$ cat config.mk
export PLATFORM = sky130hd
export DESIGN_NAME = dcache_wb_buffer
export DESIGN_NICKNAME = d
export VERILOG_FILES = /design/src/rtl/dcache_wb_buffer_pkg.sv /design/src/rtl/dcache_wb_buffer_cam.sv /design/src/rtl/dcache_wb_buffer.sv
export SDC_FILE = /design/constraint.sdc
export NUM_CORES = 1
export LEC_CHECK = 0
export BUFFER_PORTS_ARGS = -buffer_cell sky130_fd_sc_hd__buf_2
export CORE_AREA = 3 3 184 186
export DETAILED_ROUTE_END_ITERATION = 10
export DIE_AREA = 0 0 187 189
export PLACE_DENSITY = 0.91
export SLEW_MARGIN = 20
export SYNTH_ARGS = -nofsm -noshare
export SYNTH_HDL_FRONTEND = slang
export SYNTH_SLANG_ARGS = --single-unit
export TNS_END_PERCENT = 5
$ cat constraint.sdc
create_clock -name clock -period 6.2 [get_ports clock]
set_input_delay 0.93 -clock clock [delete_from_list [all_inputs] [get_ports clock]]
set_output_delay 0.93 -clock clock [all_outputs]
set_load 0.02 [all_outputs]
$ cat src/rtl/dcache_wb_buffer_pkg.sv
// dcache_wb_buffer_pkg: shared geometry, bus command encoding and entry layout for the write-back buffer
//   DCACHE_INDEX_SIZE / DCACHE_TAG_SIZE / DCACHE_BLOCK_SIZE : cache geometry
//   DCACHE_WB_DEPTH : default buffer depth
//   bus_command_t   : memory bus command encoding
//   wb_entry_t      : one buffered victim block
//   wb_addr()       : block byte address {zero-ext, tag, index, 3'b000}
package dcache_wb_buffer_pkg;
    localparam int DCACHE_INDEX_SIZE = 5;
    localparam int DCACHE_TAG_SIZE   = 8;
    localparam int DCACHE_BLOCK_SIZE = 64;
    localparam int DCACHE_WB_DEPTH   = 4;
    localparam int WB_KEY_W          = DCACHE_TAG_SIZE + DCACHE_INDEX_SIZE;

    typedef enum logic [1:0] {
        BUS_NONE  = 2'h0,
        BUS_LOAD  = 2'h1,
        BUS_STORE = 2'h2
    } bus_command_t;

    typedef struct packed {
        logic                         valid;
        logic [DCACHE_TAG_SIZE-1:0]   tag;
        logic [DCACHE_INDEX_SIZE-1:0] index;
        logic [DCACHE_BLOCK_SIZE-1:0] data;
    } wb_entry_t;

    function automatic logic [63:0] wb_addr(input logic [DCACHE_TAG_SIZE-1:0] tag,
                                            input logic [DCACHE_INDEX_SIZE-1:0] index);
        return 64'({tag, index, 3'b000});
    endfunction
endpackage

$ cat src/rtl/dcache_wb_buffer_cam.sv
// wb_cam_match: DEPTH-way {tag,index} compare giving a one-hot hit vector and encoded position
//   keys    in  per-entry {tag,index}
//   mask    in  entries allowed to match
//   key     in  probe {tag,index}
//   hit_vec out one-hot match vector (at most one bit set)
//   pos     out index of the matching entry (0 when none)
module wb_cam_match
    import dcache_wb_buffer_pkg::*;
#(
    parameter int DEPTH = DCACHE_WB_DEPTH
) (
    input  logic [DEPTH-1:0][WB_KEY_W-1:0] keys,
    input  logic [DEPTH-1:0]               mask,
    input  logic [WB_KEY_W-1:0]            key,
    output logic [DEPTH-1:0]               hit_vec,
    output logic [$clog2(DEPTH)-1:0]       pos
);
    localparam int PW = $clog2(DEPTH);

    always_comb begin
        hit_vec = '0;
        pos = '0;
        for (int i = 0; i < DEPTH; i++) begin
            hit_vec[i] = mask[i] && keys[i] == key;
            pos = hit_vec[i] ? PW'(i) : pos;
        end
    end
endmodule

$ cat src/rtl/dcache_wb_buffer.sv
// dcache_wb_buffer: in-order victim buffer that drains dirty blocks to memory and forwards them to load-miss probes
//   clock, reset (async, active-low)
//   enq_valid/enq_index/enq_tag/enq_data, enq_ready : victim block enqueue (merges onto an existing {tag,index})
//   lookup_valid/lookup_index/lookup_tag -> lookup_hit/lookup_data : zero-latency probe of buffered blocks
//   mem_port_free, mem2wb_response -> wb2mem_command/addr/data : head-of-queue store issue and retire
//   wb_count, wb_empty : occupancy
module dcache_wb_buffer
    import dcache_wb_buffer_pkg::*;
#(
    parameter int DEPTH = DCACHE_WB_DEPTH
) (
    input  logic                         clock,
    input  logic                         reset,
    input  logic                         enq_valid,
    input  logic [DCACHE_INDEX_SIZE-1:0] enq_index,
    input  logic [DCACHE_TAG_SIZE-1:0]   enq_tag,
    input  logic [DCACHE_BLOCK_SIZE-1:0] enq_data,
    output logic                         enq_ready,
    input  logic                         lookup_valid,
    input  logic [DCACHE_INDEX_SIZE-1:0] lookup_index,
    input  logic [DCACHE_TAG_SIZE-1:0]   lookup_tag,
    output logic                         lookup_hit,
    output logic [DCACHE_BLOCK_SIZE-1:0] lookup_data,
    input  logic                         mem_port_free,
    output bus_command_t                 wb2mem_command,
    output logic [63:0]                  wb2mem_addr,
    output logic [DCACHE_BLOCK_SIZE-1:0] wb2mem_data,
    input  logic [3:0]                   mem2wb_response,
    output logic [$clog2(DEPTH):0]       wb_count,
    output logic                         wb_empty
);
    localparam int PW = $clog2(DEPTH);
    localparam int CW = PW + 1;

    wb_entry_t [DEPTH-1:0]               buf_q, buf_d;
    logic      [DEPTH-1:0][WB_KEY_W-1:0] keys;
    logic      [DEPTH-1:0]               valid_mask, retire_mask, merge_vec, lookup_vec;
    logic      [PW-1:0]                  head_q, head_d, tail_q, tail_d, merge_pos, lookup_pos;
    logic      [CW-1:0]                  count_q, count_d;
    logic                                issue, retire, enq_fire, merge_hit;

    always_comb begin
        keys = '0;
        valid_mask = '0;
        for (int i = 0; i < DEPTH; i++) begin
            keys[i] = {buf_q[i].tag, buf_q[i].index};
            valid_mask[i] = buf_q[i].valid;
        end
    end

    assign enq_ready   = count_q != CW'(DEPTH);
    assign issue       = count_q != '0 && mem_port_free;
    assign retire      = issue && mem2wb_response != '0;
    assign enq_fire    = enq_valid && enq_ready;
    assign retire_mask = DEPTH'(retire) << head_q;

    // The head being retired this edge is excluded so a re-eviction of it allocates a fresh slot.
    wb_cam_match #(.DEPTH(DEPTH)) u_merge_cam (
        .keys    (keys),
        .mask    (valid_mask & ~retire_mask),
        .key     ({enq_tag, enq_index}),
        .hit_vec (merge_vec),
        .pos     (merge_pos)
    );

    wb_cam_match #(.DEPTH(DEPTH)) u_lookup_cam (
        .keys    (keys),
        .mask    (valid_mask),
        .key     ({lookup_tag, lookup_index}),
        .hit_vec (lookup_vec),
        .pos     (lookup_pos)
    );

    assign merge_hit      = |merge_vec;
    assign lookup_hit     = lookup_valid && |lookup_vec;
    assign lookup_data    = lookup_hit ? buf_q[lookup_pos].data : '0;
    assign wb2mem_command = issue ? BUS_STORE : BUS_NONE;
    assign wb2mem_addr    = issue ? wb_addr(buf_q[head_q].tag, buf_q[head_q].index) : '0;
    assign wb2mem_data    = issue ? buf_q[head_q].data : '0;
    assign wb_count       = count_q;
    assign wb_empty       = count_q == '0;

    always_comb begin
        buf_d = buf_q;
        head_d = retire ? head_q + PW'(1) : head_q;
        tail_d = enq_fire && !merge_hit ? tail_q + PW'(1) : tail_q;
        count_d = count_q + CW'(enq_fire && !merge_hit) - CW'(retire);
        if (retire)
            buf_d[head_q].valid = 1'b0;
        // Tail never aliases a retiring head: a non-full buffer with a head to retire has tail != head.
        if (enq_fire && merge_hit)
            buf_d[merge_pos].data = enq_data;
        else if (enq_fire)
            buf_d[tail_q] = '{valid: 1'b1, tag: enq_tag, index: enq_index, data: enq_data};
    end

    always_ff @(posedge clock or negedge reset) begin
        if (!reset) begin
            buf_q <= '0;
            head_q <= '0;
            tail_q <= '0;
            count_q <= '0;
        end else begin
            buf_q <= buf_d;
            head_q <= head_d;
            tail_q <= tail_d;
            count_q <= count_d;
        end
    end
endmodule

# After elaboration in Yosys (flattened, before gate mapping)
# Index checks and enable logic that the tools add are counted.
# op_classes
n_addsub,4
n_lt_le_gt_ge,7
n_eq_ne,9
shift,1
muxes,26
bitwise_logic,2
n_reduce_logical,23
# op_table
op,count
$bwmux W312,3
$mux W312,3
$demux W78 S2,3
$bmux W78 S2,2
$mux W64,4
$mux W78,2
$eq A13 B13 Y1,8
$mux W77,1
$logic_and A1 B1 Y1,17
$mux W16,1
$lt A2 B3 Y1 const B,4
$mux W2,5
$reduce_or A4 Y1,2
$ge A2 B1 Y1 const B,3
$add A2 B1 Y2 const B,2
$and A4 B4 Y4,1
$not A4 Y4,1
$reduce_bool A4 Y1,1
$shl A1 B2 Y4,1
$add A3 B1 Y3,1
$logic_not A3 Y1,1
$ne A3 B3 Y1 const B,1
$reduce_bool A3 Y1,1
$sub A3 B1 Y3,1
other kinds (2),3
# totals
regBits,319
out_inout_bits,200
word_cells,91

# Logic depth before layout (Yosys ltp)
# depth
word_depth,16
depth_mapped,12
mapped_depth_nobuf,11

# Hierarchy
# Synthesis repeated with hierarchy kept, for this count alone.
# unflattened
hier_cells,1270
hier_area_um2,18318.8
# by_module_without_submodules
mod,instances,cells_per_inst,area_per_inst_um2,seq_area_each_um2
dcache_wb_buffer,1,1106,16967.5,7982.7
wb_cam_match,2,82,675.6,0.0

# Worst setup path before layout
# Ideal clock, no wire load.
# synth_path
path_kind,input to output
start,in lookup_index[2]
end,out lookup_data[43]
arrival_ns,2.949
required_time_ns,5.270
slack_ns,2.321
path_stages,8
n_path_buf,3
path_cell_list,clkbuf_1 > xnor2_1 > nand4_1 > or4_1 > clkbuf_1 > buf_1 > a211o_1 > a21oi_1
# synth_via
elab_chain_len,8
elab_cells_between_ends,16
# synth_lines
element,line_no,rtl
start: declaration,dcache_wb_buffer.sv:20,"input logic [DCACHE_INDEX_SIZE-1:0] lookup_index,"
$eq A13 B13 Y1,dcache_wb_buffer_cam.sv:24,hit_vec[i] = mask[i] && keys[i] == key;
$logic_and A1 B1 Y1,dcache_wb_buffer_cam.sv:24,
$mux W1,dcache_wb_buffer_cam.sv:25,pos = hit_vec[i] ? PW'(i) : pos;
$mux W2 (2 in series),dcache_wb_buffer_cam.sv:25,
$bmux W78 S2,dcache_wb_buffer.sv:76,assign lookup_data = lookup_hit ? buf_q[lookup_pos].data : '0;
$mux W64 (implied by the code),dcache_wb_buffer.sv:76,
$mux W64 (*),dcache_wb_buffer.sv:76,
end: declaration,dcache_wb_buffer.sv:23,"output logic [DCACHE_BLOCK_SIZE-1:0] lookup_data,"
# Mark *: on every way between the ends. The rest lies on a longest branch, timed or not. The select of a mux whose other input is x is not followed.

# Final worst setup path
# layout_path
start,in lookup_tag[3]
end,out lookup_data[7]
# layout_via
elab_chain_len,8
elab_cells_between_ends,16
# layout_lines
element,line_no,rtl
start: declaration,dcache_wb_buffer.sv:21,"input logic [DCACHE_TAG_SIZE-1:0] lookup_tag,"
$eq A13 B13 Y1,dcache_wb_buffer_cam.sv:24,
$logic_and A1 B1 Y1,dcache_wb_buffer_cam.sv:24,
$mux W1,dcache_wb_buffer_cam.sv:25,
$mux W2 (2 in series),dcache_wb_buffer_cam.sv:25,
$bmux W78 S2,dcache_wb_buffer.sv:76,
$mux W64 (implied by the code),dcache_wb_buffer.sv:76,
$mux W64 (*),dcache_wb_buffer.sv:76,
# Marked as above.

==> results.json <==
{
  "status": "completed",
  "synth_compound_area_share_pct": 10.4,
  "startpoint_type": "primary input",
  "synth.top_cell.area_share_pct": 39.4,
  "path_max_fanout": 74,
  "max_cap_viol_count": 0,
  "die_width_um": 187,
  "synth-simple-area-share_pct": 11.8,
  "finClkSkew_ns": 0.0259,
  "drc": 0,
  "synth.avg_cell_area_um2": 11.2,
  "power.density_mw_per_mm2": 529,
  "cts.root.buffer_cell": "clkbuf_16",
  "drtAntennaViolNets": 0,
  "ys_async_sr_fraction_pct": 100,
  "post-cts-setup-buffers": 0,
  "io_buffers": 246,
  "hold_violations": 0,
  "ctsResizeCount": 0,
  "area_growth_syn_to_layout_pct": 11.1,
  "gp_congestion": 0.926,
  "crit_path_top_delay_cell": "or4_4",
  "crit_path_frequent_cell": "buf_2",
  "core_mm2": 0.0325,
  "clk_latency_ns": 0.53,
  "grt_usage_pct": 31.8,
  "dp_hpwl_mm": 35.3,
  "fmax_ghz": 0.216,
  "synth_fa_ha_area_share_pct": 0.716,
  "critical_path_class": "primary input to primary output",
  "layout-drive-gt1-share_pct": 28.6,
  "num_rows": 66,
  "tritoncts": "yes",
  "hold_class": "primary input to async pin",
  "ys.warnings.count": 0,
  "initial_core_util_pct": 62.5,
  "synth_top_area_cell": "dfrtp_1",
  "netlist_area_mm2": 0.0203,
  "cts_hold_buf": 0,
  "max_slew_margin_pct": 29.5,
  "r2r.worst_path.cells": 8,
  "drt_iter0_drc": 1667,
  "num_vias": 16100,
  "critPathMaxStageDelay_ns": 0.85,
  "finalNetCount": 2052,
  "setup_viol": 0,
  "grt_pass1_vias": 17000,
  "r2r_slack_ns": 2.07,
  "setup_tns_ns": 0,
  "firstDrtPassIters": 7,
  "p_leak_nw": 9.45,
  "reg2reg_from": "wb_count[1]",
  "peakVddDrop_mv": 0.393,
  "r2r-end": "buf_q[136]",
  "fin_total_pwr_w": 0.0119,
  "synth_mux_area_share_pct": 26.4,
  "clkTransAtPathRegs_ns": 0.06,
  "min_period_over_period_pct": 74.8,
  "pin_count": 299,
  "cp-end-kind": "primary output",
  "grt_start_max_net_pins": 188,
  "tightestPinTransition_ns": 1.06,
  "ys_types": 53,
  "wl_per_cell_um": 23.9,
  "synth_common_cells": "dfrtp_1, nand2_1, mux2_1, clkbuf_1, xnor2_1",
  "synth-edff-count": 0,
  "antenna_found_initial": 9,
  "yosys-top-cells-area": "dfrtp_1, mux4_2, mux2_1",
  "synth-xor-area-share_pct": 4.67,
  "maxSlewViolCount": 0,
  "crit_required_ns": 5.27,
  "cts.sinks": 319,
  "grt-ovfl-total": 0,
  "period_minus_slack_ns": 4.64,
  "synth-seq-cells": 319,
  "vias_per_cell": 6.68,
  "hold_ws_ns": 0.358,
  "synth.most_common_cell": "dfrtp_1",
  "synthCells": 1809,
  "die-height_um": 189,
  "rsz0062_at_grt": "no",
  "die_area_mm2": 0.0353,
  "synth_top_family_by_area": "multiplexers",
  "path_cells": "buf_2 -> xnor2_1 -> nand4_1 -> or4_4 -> buf_4 -> a211o_1 -> a21oi_1 -> buf_2",
  "numCtsBuffers": 36,
  "clk_path_buf_depth": 3,
  "cts.htree.levels": 2,
  "seq_area_frac_synth_pct": 39.4,
  "postRouteWirelength_mm": 57.6,
  "grt_pass1_wl_mm": 91.3,
  "ys.flop_type": "dfrtp_1",
  "crit_arrival_ns": 3.71
}
-- flip-flops by register name, summed over array words and instances, names as in the netlist --
register	flops
wb_count	3
head_q	2
buf_q	312
tail_q	2
-- per-layer routing --
metal | routed length [µm] | up-vias | share of wire (%) | global-route usage (%)
met5 | 64 | - | 0.11 | 0
met4 | 2390 | 10 | 4.2 | 15.8
met3 | 5180 | 218 | 9.0 | 6.55
met2 | 28300 | 981 | 49 | 52.8
met1 | 21700 | 8157 | 38 | 39.9
li1 | - | 6756 | - | -
-- cells in the final DEF (no fill, tap or decap), types with 64 or more instances in the layout --
master	n
nand3_1	71
mux4_2	77
or3_1	64
nor2_1	67
nor2b_1	77
mux2i_1	64
xnor2_1	99
a21oi_1	65
o211ai_1	64
nand2_1	143
mux2_1	112
buf_2	245
mux2_2	73
dfrtp_1	317
a2bb2oi_1	64
a211o_1	64
-- power by group --
part	leakage (nW)	switching [W]	internal (W)
combinational	5.19	0.00258	0.00296
sequential	3.67	0.00111	0.00311
clock	0.587	0.000876	0.00128
total	9.45	0.00456	0.00735
-- cells by family (layout without fill, tap and decap cells) --
kind of cell	after synthesis	count (layout)
and+or+nand+nor	473	473
muxes	386	386
DFF	319	319
AOI/OAI and AO/OA	274	274
buffers and inverters	237	344
xor gates and xnor gates	108	108
adders and majority gates	11	11
other	1	56
-- worst max path at each step --
stage	start	end	slack [ns]	depth (start not counted)
6_report	lookup_tag[3]	lookup_data[7]	1.56	8
5_1_grt	lookup_index[4]	lookup_data[54]	1.43	9
3_3_place_gp	lookup_tag[3]	lookup_data[33]	1.68	9
3_5_place_dp	mem_port_free	buf_q[110]	1.55	9
2_1_floorplan	lookup_index[2]	lookup_data[43]	2.32	8
4_1_cts	lookup_tag[3]	lookup_data[9]	1.64	8
-- critical path, delay by kind of cell --
family,cells,cell delay [ns]
AND/OR/NAND/NOR,2,0.99
AO/OA/AOI/OAI,2,0.58
XOR/XNOR,1,0.25
buffers and inverters,3,0.85
-- stage by stage --
stage | cell area [µm²] | setup WS (ns) | instances | utilization [%]
final | 22500 | 1.56 | 2413 | 69.4
after global routing | 22500 | 1.43 | 2413 | 69.4
after CTS | 22400 | 1.64 | 2406 | 69.1
after detailed placement | 21300 | 1.55 | 2343 | 65.5
after global placement | 21300 | 1.68 | 2343 | 65.5
after floorplan | 20500 | 2.32 | 1860 | -
-- final cells by class --
type / count / area, µm²
sequential: 319 / 7990
inverter: 10 / 37.5
multi-input combinational: 1304 / 11200
tap: 442 / 553
fill: 2270 / 9930
antenna: 4 / 10.0
clock buffer: 57 / 1120
clock inverter: 6 / 62.6
timing repair buffer: 271 / 1520
(Power assumes the default switching activity.)
